==> config.mk <==
export PLATFORM = sky130hd
export DESIGN_NAME = piso_serializer
export DESIGN_NICKNAME = d
export VERILOG_FILES = /design/src/rtl/piso_pkg.sv /design/src/rtl/piso_serializer_bit_counter.sv /design/src/rtl/piso_serializer.sv
export SDC_FILE = /design/constraint.sdc
export NUM_CORES = 1
export LEC_CHECK = 0
export CORE_AREA = 2 2 39 41
export DETAILED_ROUTE_END_ITERATION = 6
export DIE_AREA = 0 0 41 43
export GPL_ROUTABILITY_DRIVEN = 0
export HOLD_SLACK_MARGIN = 0.02
export PLACE_DENSITY = 0.58
export SYNTH_ARGS = -nofsm -noshare
export SYNTH_HDL_FRONTEND = slang
export SYNTH_SLANG_ARGS = --single-unit
==> constraint.sdc <==
create_clock -name clk -period 2.1 [get_ports clk]
set_clock_uncertainty 0.15 [all_clocks]
set_input_delay 0.42 -clock clk [delete_from_list [all_inputs] [get_ports clk]]
set_output_delay 0.42 -clock clk [all_outputs]
set_load 0.1 [all_outputs]
==> src/rtl/piso_pkg.sv <==
// piso_pkg: shared types and helpers for the parallel-in/serial-out stage.
//   piso_state_t : two-state serializer FSM encoding.
//   cnt_w()      : bit-counter width for a given frame width.
package piso_pkg;

  typedef enum logic {IDLE = 1'b0, SHIFT = 1'b1} piso_state_t;

  function automatic int cnt_w(input int width);
    return $clog2(width);
  endfunction

endpackage

==> src/rtl/piso_serializer_bit_counter.sv <==
// bit_counter: modulo-WIDTH up-counter used to position bits within a frame.
//   clk       : rising-edge clock
//   rst       : synchronous active-high reset (count -> 0)
//   clr_i     : load count to zero (wins over inc_i)
//   inc_i     : advance count; wraps WIDTH-1 -> 0
//   cnt_o     : current count
//   is_last_o : count is at WIDTH-1
module bit_counter
  import piso_pkg::*;
#(
  parameter int WIDTH = 4
) (
  input  logic                     clk,
  input  logic                     rst,
  input  logic                     clr_i,
  input  logic                     inc_i,
  output logic [cnt_w(WIDTH)-1:0]  cnt_o,
  output logic                     is_last_o
);

  localparam int CW = cnt_w(WIDTH);

  logic [CW-1:0] cnt_q, cnt_d;
  logic          last;

  assign last = (cnt_q == CW'(WIDTH - 1));

  always_comb begin
    cnt_d = cnt_q;
    if (clr_i)      cnt_d = '0;
    else if (inc_i) cnt_d = last ? '0 : cnt_q + CW'(1);
  end

  always_ff @(posedge clk) begin
    if (rst) cnt_q <= '0;
    else     cnt_q <= cnt_d;
  end

  assign cnt_o     = cnt_q;
  assign is_last_o = last;

endmodule

==> src/rtl/piso_serializer.sv <==
// piso_serializer: accepts a WIDTH-bit word over valid/ready and emits it one
// bit per clock on sout (LSB first by default), feeding the downstream
// right-shift deserializer. A new word can be taken while the last bit of the
// current frame is on sout, so consecutive frames have no gap.
//   clk        : rising-edge clock
//   rst        : synchronous active-high reset; beats a same-cycle handshake
//   din        : parallel word, sampled only on accept
//   load_valid : upstream word present
//   load_ready : combinational; idle, or last bit of the frame on sout
//   sout       : registered serial bit
//   sout_valid : registered; sout carries a frame bit
//   frame_done : registered; last bit of a frame is on sout
//   busy       : registered; FSM is in SHIFT
module piso_serializer
  import piso_pkg::*;
#(
  parameter int WIDTH     = 4,
  parameter bit LSB_FIRST = 1'b1
) (
  input  logic             clk,
  input  logic             rst,
  input  logic [WIDTH-1:0] din,
  input  logic             load_valid,
  output logic             load_ready,
  output logic             sout,
  output logic             sout_valid,
  output logic             frame_done,
  output logic             busy
);

  localparam int CW = cnt_w(WIDTH);

  piso_state_t      state_q;
  logic [WIDTH-1:0] shreg_q;
  logic             sout_q, sout_valid_q, frame_done_q, busy_q;

  logic [CW-1:0]    cnt;
  logic             is_last;
  logic             accept;
  logic             first_bit;
  logic [CW-1:0]    cnt_inc;
  logic [CW-1:0]    nxt_idx;
  logic             sout_d;

  assign load_ready = (state_q == IDLE) || ((state_q == SHIFT) && is_last);
  assign accept     = load_valid && load_ready;

  // Clear on accept; otherwise count every SHIFT cycle. At the last bit the
  // counter wraps to zero, which leaves it ready for the idle case too.
  bit_counter #(.WIDTH(WIDTH)) u_cnt (
    .clk       (clk),
    .rst       (rst),
    .clr_i     (accept),
    .inc_i     ((state_q == SHIFT) && !accept),
    .cnt_o     (cnt),
    .is_last_o (is_last)
  );

  assign first_bit = LSB_FIRST ? din[0] : din[WIDTH-1];
  assign cnt_inc   = cnt + CW'(1);

  // Index of the bit to present next cycle. At the last bit the index may
  // wrap, but that value is never used since the frame either ends or reloads.
  always_comb begin
    nxt_idx = cnt_inc;
    if (!LSB_FIRST) nxt_idx = CW'(WIDTH - 2) - cnt;
    sout_d = shreg_q[nxt_idx];
  end

  always_ff @(posedge clk) begin
    if (rst) begin
      state_q      <= IDLE;
      shreg_q      <= '0;
      sout_q       <= 1'b0;
      sout_valid_q <= 1'b0;
      frame_done_q <= 1'b0;
      busy_q       <= 1'b0;
    end else if (accept) begin
      // Same reload from IDLE or from the last bit of a frame.
      state_q      <= SHIFT;
      shreg_q      <= din;
      sout_q       <= first_bit;
      sout_valid_q <= 1'b1;
      frame_done_q <= 1'b0;
      busy_q       <= 1'b1;
    end else begin
      case (state_q)
        SHIFT: begin
          if (!is_last) begin
            sout_q       <= sout_d;
            frame_done_q <= (cnt_inc == CW'(WIDTH - 1));
          end else begin
            state_q      <= IDLE;
            sout_q       <= 1'b0;
            sout_valid_q <= 1'b0;
            frame_done_q <= 1'b0;
            busy_q       <= 1'b0;
          end
        end
        default: begin
          state_q      <= IDLE;
          sout_q       <= 1'b0;
          sout_valid_q <= 1'b0;
          frame_done_q <= 1'b0;
          busy_q       <= 1'b0;
        end
      endcase
    end
  end

  assign sout       = sout_q;
  assign sout_valid = sout_valid_q;
  assign frame_done = frame_done_q;
  assign busy       = busy_q;

endmodule

==> run_results.csv, run 1 <==
group,metric,value,unit
clock_network,ctsLongestPathBuffers,2,
sta,tightest_slew,0.356,ns
job,drv_cap,0,
critical_path,crit_required,1.53,ns
placed_design,placed_area,537,sq um
critical_path,reg2reg_depth,4,
sta,hold_viol,0,
clock_network,cts_buffers,3,
placed_design,hpwl,554,um
drt,drt_pass1_iterations,2,
sta,setup_viol,0,
yosys,synth_top_family_by_area,"compound AO/OA/AOI/OAI gates",
power_and_ir_drop,vdd_drop_max,378,uV
drt,vias_per_cell,4.78,
layout,diodes,0,
drt,wire_per_inst,10.5,um
clock_network,cts_setup_buffers,0,
yosys,synth_area_leader_cell,"dfxtp_1",
drt,first_iter_violations,8,
critical_path,worst_setup_path_end_kind,"output port",
layout,finalInstanceArea,559,sq um
sta,finalMaxSlewViolations,0,
critical_path,start_kind,"register",
critical_path,crit_path_start,"u_cnt.cnt_o[0]",
sta,period_needed,1.90,ns
yosys,synthCells,45,
clock_network,path_clk_slew,0.06,ns
critical_path,arrival,1.33,ns
critical_path,crit_type,"reg -> out",
global_route,grt_pass1_vias,302,
global_route,gr-total-overflow,0,
global_route,antenna_found_initial,0,
sta,period_share,0.906,
sta,fin_tns_setup,0,ns
hold_path,min_path_type,"reg -> reg",
clock_network,cts_tree,"done",
drt,routed_wl,755,um
clock_network,cts_hold_buf,0,
yosys,synthTopCellsByArea,"dfxtp_1 (47%), a21oi_1 (8.3%), ha_1 (5.9%)",
clock_network,cts-htree-levels,1,
yosys,synthDistinctLibCells,18,
sta,max_slew_margin,0.762,
yosys,synth_compound_area_frac,0.192,
yosys,syn_area,423,sq um
clock_network,clockRootBuffer,"clkbuf_4",
yosys,syn_avg_cell_area,9.40,sq um
yosys,synth_xor_area_frac,0,
global_route,grt_util_all_layers,0.110,
yosys,muxShareOfSynthArea,0.0533,
yosys,synth_fp_nets,54,
power_and_ir_drop,powerDensity,778,nW/um^2
critical_path,critPathCapture,"load_ready",
yosys,yosys.area_share.simple,0.157,
yosys,ys_ff_latch,10,
critical_path,crit_fanout,9,
global_route,grt_pass1_wl,1240,um
floorplanning,row_count,14,
drt,vias,344,
yosys,yosys.area.top_type_share,0.473,
floorplanning,die_w,41,um
yosys,synth_fa_ha_area_frac,0.0592,
layout,final_util,0.404,
clock_network,clock_latency,0.26,ns
sta,rsz0062_at_grt,"false",
power_and_ir_drop,p_leak,0.227,nW
floorplanning,dieArea,1760,sq um
drt,post-route-drc-count,0,
floorplanning,die_h,43,um
critical_path,r2r_end,"sout",
outcome,status,"complete, no violations",
global_route,grt_max_degree,11,
placed_design,port_buffers,11,
layout,final_layout_size_suffix_gt1_frac,0.214,
yosys,seq_area_frac_synth,0.473,
layout,syn_to_final_growth,32.2,%
floorplanning,start_util,0.306,
clock_network,clock-sinks,10,
critical_path,rrSetupSlack,0.46,ns
yosys,synth_warnings,0,
critical_path,r2r-start,"u_cnt.cnt_o[0]",
layout,final_nets,67,
drt,postRouteAntennaNets,0,
clock_network,ctsResizeCount,0,
floorplanning,ioPinCount,12,
sta,max_freq,526,MHz
floorplanning,coreArea,1380,sq um
-- placed cells by master, fill, tap and decap left out --
master / n
nand2_1: 3
a21oi_1: 7
o2bb2ai_1: 1
ha_1: 2
clkdlybuf4s50_1: 6
inv_2: 1
mux4_2: 1
and2_1: 1
buf_12: 1
inv_1: 2
dfxtp_1: 10
o21ai_0: 5
a211oi_2: 1
clkbuf_4: 3
nor2b_4: 1
nor3b_1: 1
buf_4: 4
nand3_1: 4
nor2_1: 2
-- cell type report --
| type | instances | area [sq um] |
|---|---|---|
| tap | 16 | 20.0 |
| timing repair buffer | 11 | 110 |
| multi-input combinational | 29 | 195 |
| fill | 146 | 825 |
| clock buffer | 3 | 22.5 |
| sequential | 10 | 200 |
| inverter | 3 | 11.3 |
-- flip-flops by register name (all words and copies together), names as in the netlist --
register,flops
busy,1
u_cnt.cnt_o,2
state_q,1
shreg_q,4
frame_done,1
sout,1
-- critical path: stages, from the launching register on --
cell	delay [ns]
dfxtp_1	0.33
ha_1	0.23
nor2b_4	0.19
inv_2	0.13
buf_12	0.19
-- synth_stat cells (all sizes together) --
| library cell | number |
|---|---|
| a21oi | 7 |
| clkbuf | 1 |
| ha | 2 |
| nor3b | 1 |
| nand3 | 4 |
| nor2b | 1 |
| mux4 | 1 |
| a211oi | 1 |
| and2 | 1 |
| nand2 | 3 |
| o21ai | 5 |
| nor2 | 2 |
| inv | 3 |
| dfxtp | 10 |
| o2bb2ai | 1 |
| buf | 2 |
-- where the power goes --
group	switching, W	internal (W)	leakage [nW]	total [W]
clock	0.0000598	0.0000659	0.0138	0.000126
combinational	0.0000657	0.0000362	0.131	0.000102
sequential	0.00000681	0.000201	0.0822	0.000208
total	0.000132	0.000303	0.227	0.000435
-- kinds of logic (layout without fill, tap and decap cells) --
logic type | after synthesis | in the layout
compound gates | 14 | 14
simple gates | 12 | 12
flops | 10 | 10
buf+inv | 6 | 17
fa+ha+maj | 2 | 2
mux | 1 | 1
-- per-stage QoR --
step | power (W) | hold slack, ns | cells | setup slack, ns
floorplan | 0.000286 | 0.301 | 45 | 0.157
global placement | 0.000314 | 0.315 | 69 | 0.348
detailed placement | 0.000314 | 0.316 | 69 | 0.358
CTS | 0.000442 | 0.327 | 72 | 0.189
global route | 0.000459 | 0.349 | 72 | 0.116
finish | 0.000435 | 0.319 | 72 | 0.198
-- routing by layer --
| metal | track usage | share of wire |
|---|---|---|
| met1 | 0.114 | 0.45 |
| met2 | 0.156 | 0.45 |
| met3 | 0.0785 | 0.085 |
| met4 | 0.0600 | 0.016 |
| met5 | 0 | 0 |
-- worst min path at each step --
| stage | slack, ns | end | cells after the start | startpoint |
|---|---|---|---|---|
| floorplan | 0.30 | shreg_q[2] | 2 | shreg_q[2] |
| global placement | 0.31 | busy | 2 | busy |
| detailed placement | 0.32 | shreg_q[0] | 2 | shreg_q[0] |
| CTS | 0.33 | busy | 2 | busy |
| global route | 0.35 | shreg_q[2] | 2 | shreg_q[2] |
| finish | 0.32 | busy | 2 | busy |
No activity file was read; power rests on OpenSTA's default activity.
==> run 2: changes to the inputs <==
SKIP_LAST_GASP = 1   (was unset)
==> results of run 2 <==
Final layout, timing and power as in run 1 (identical DEF).
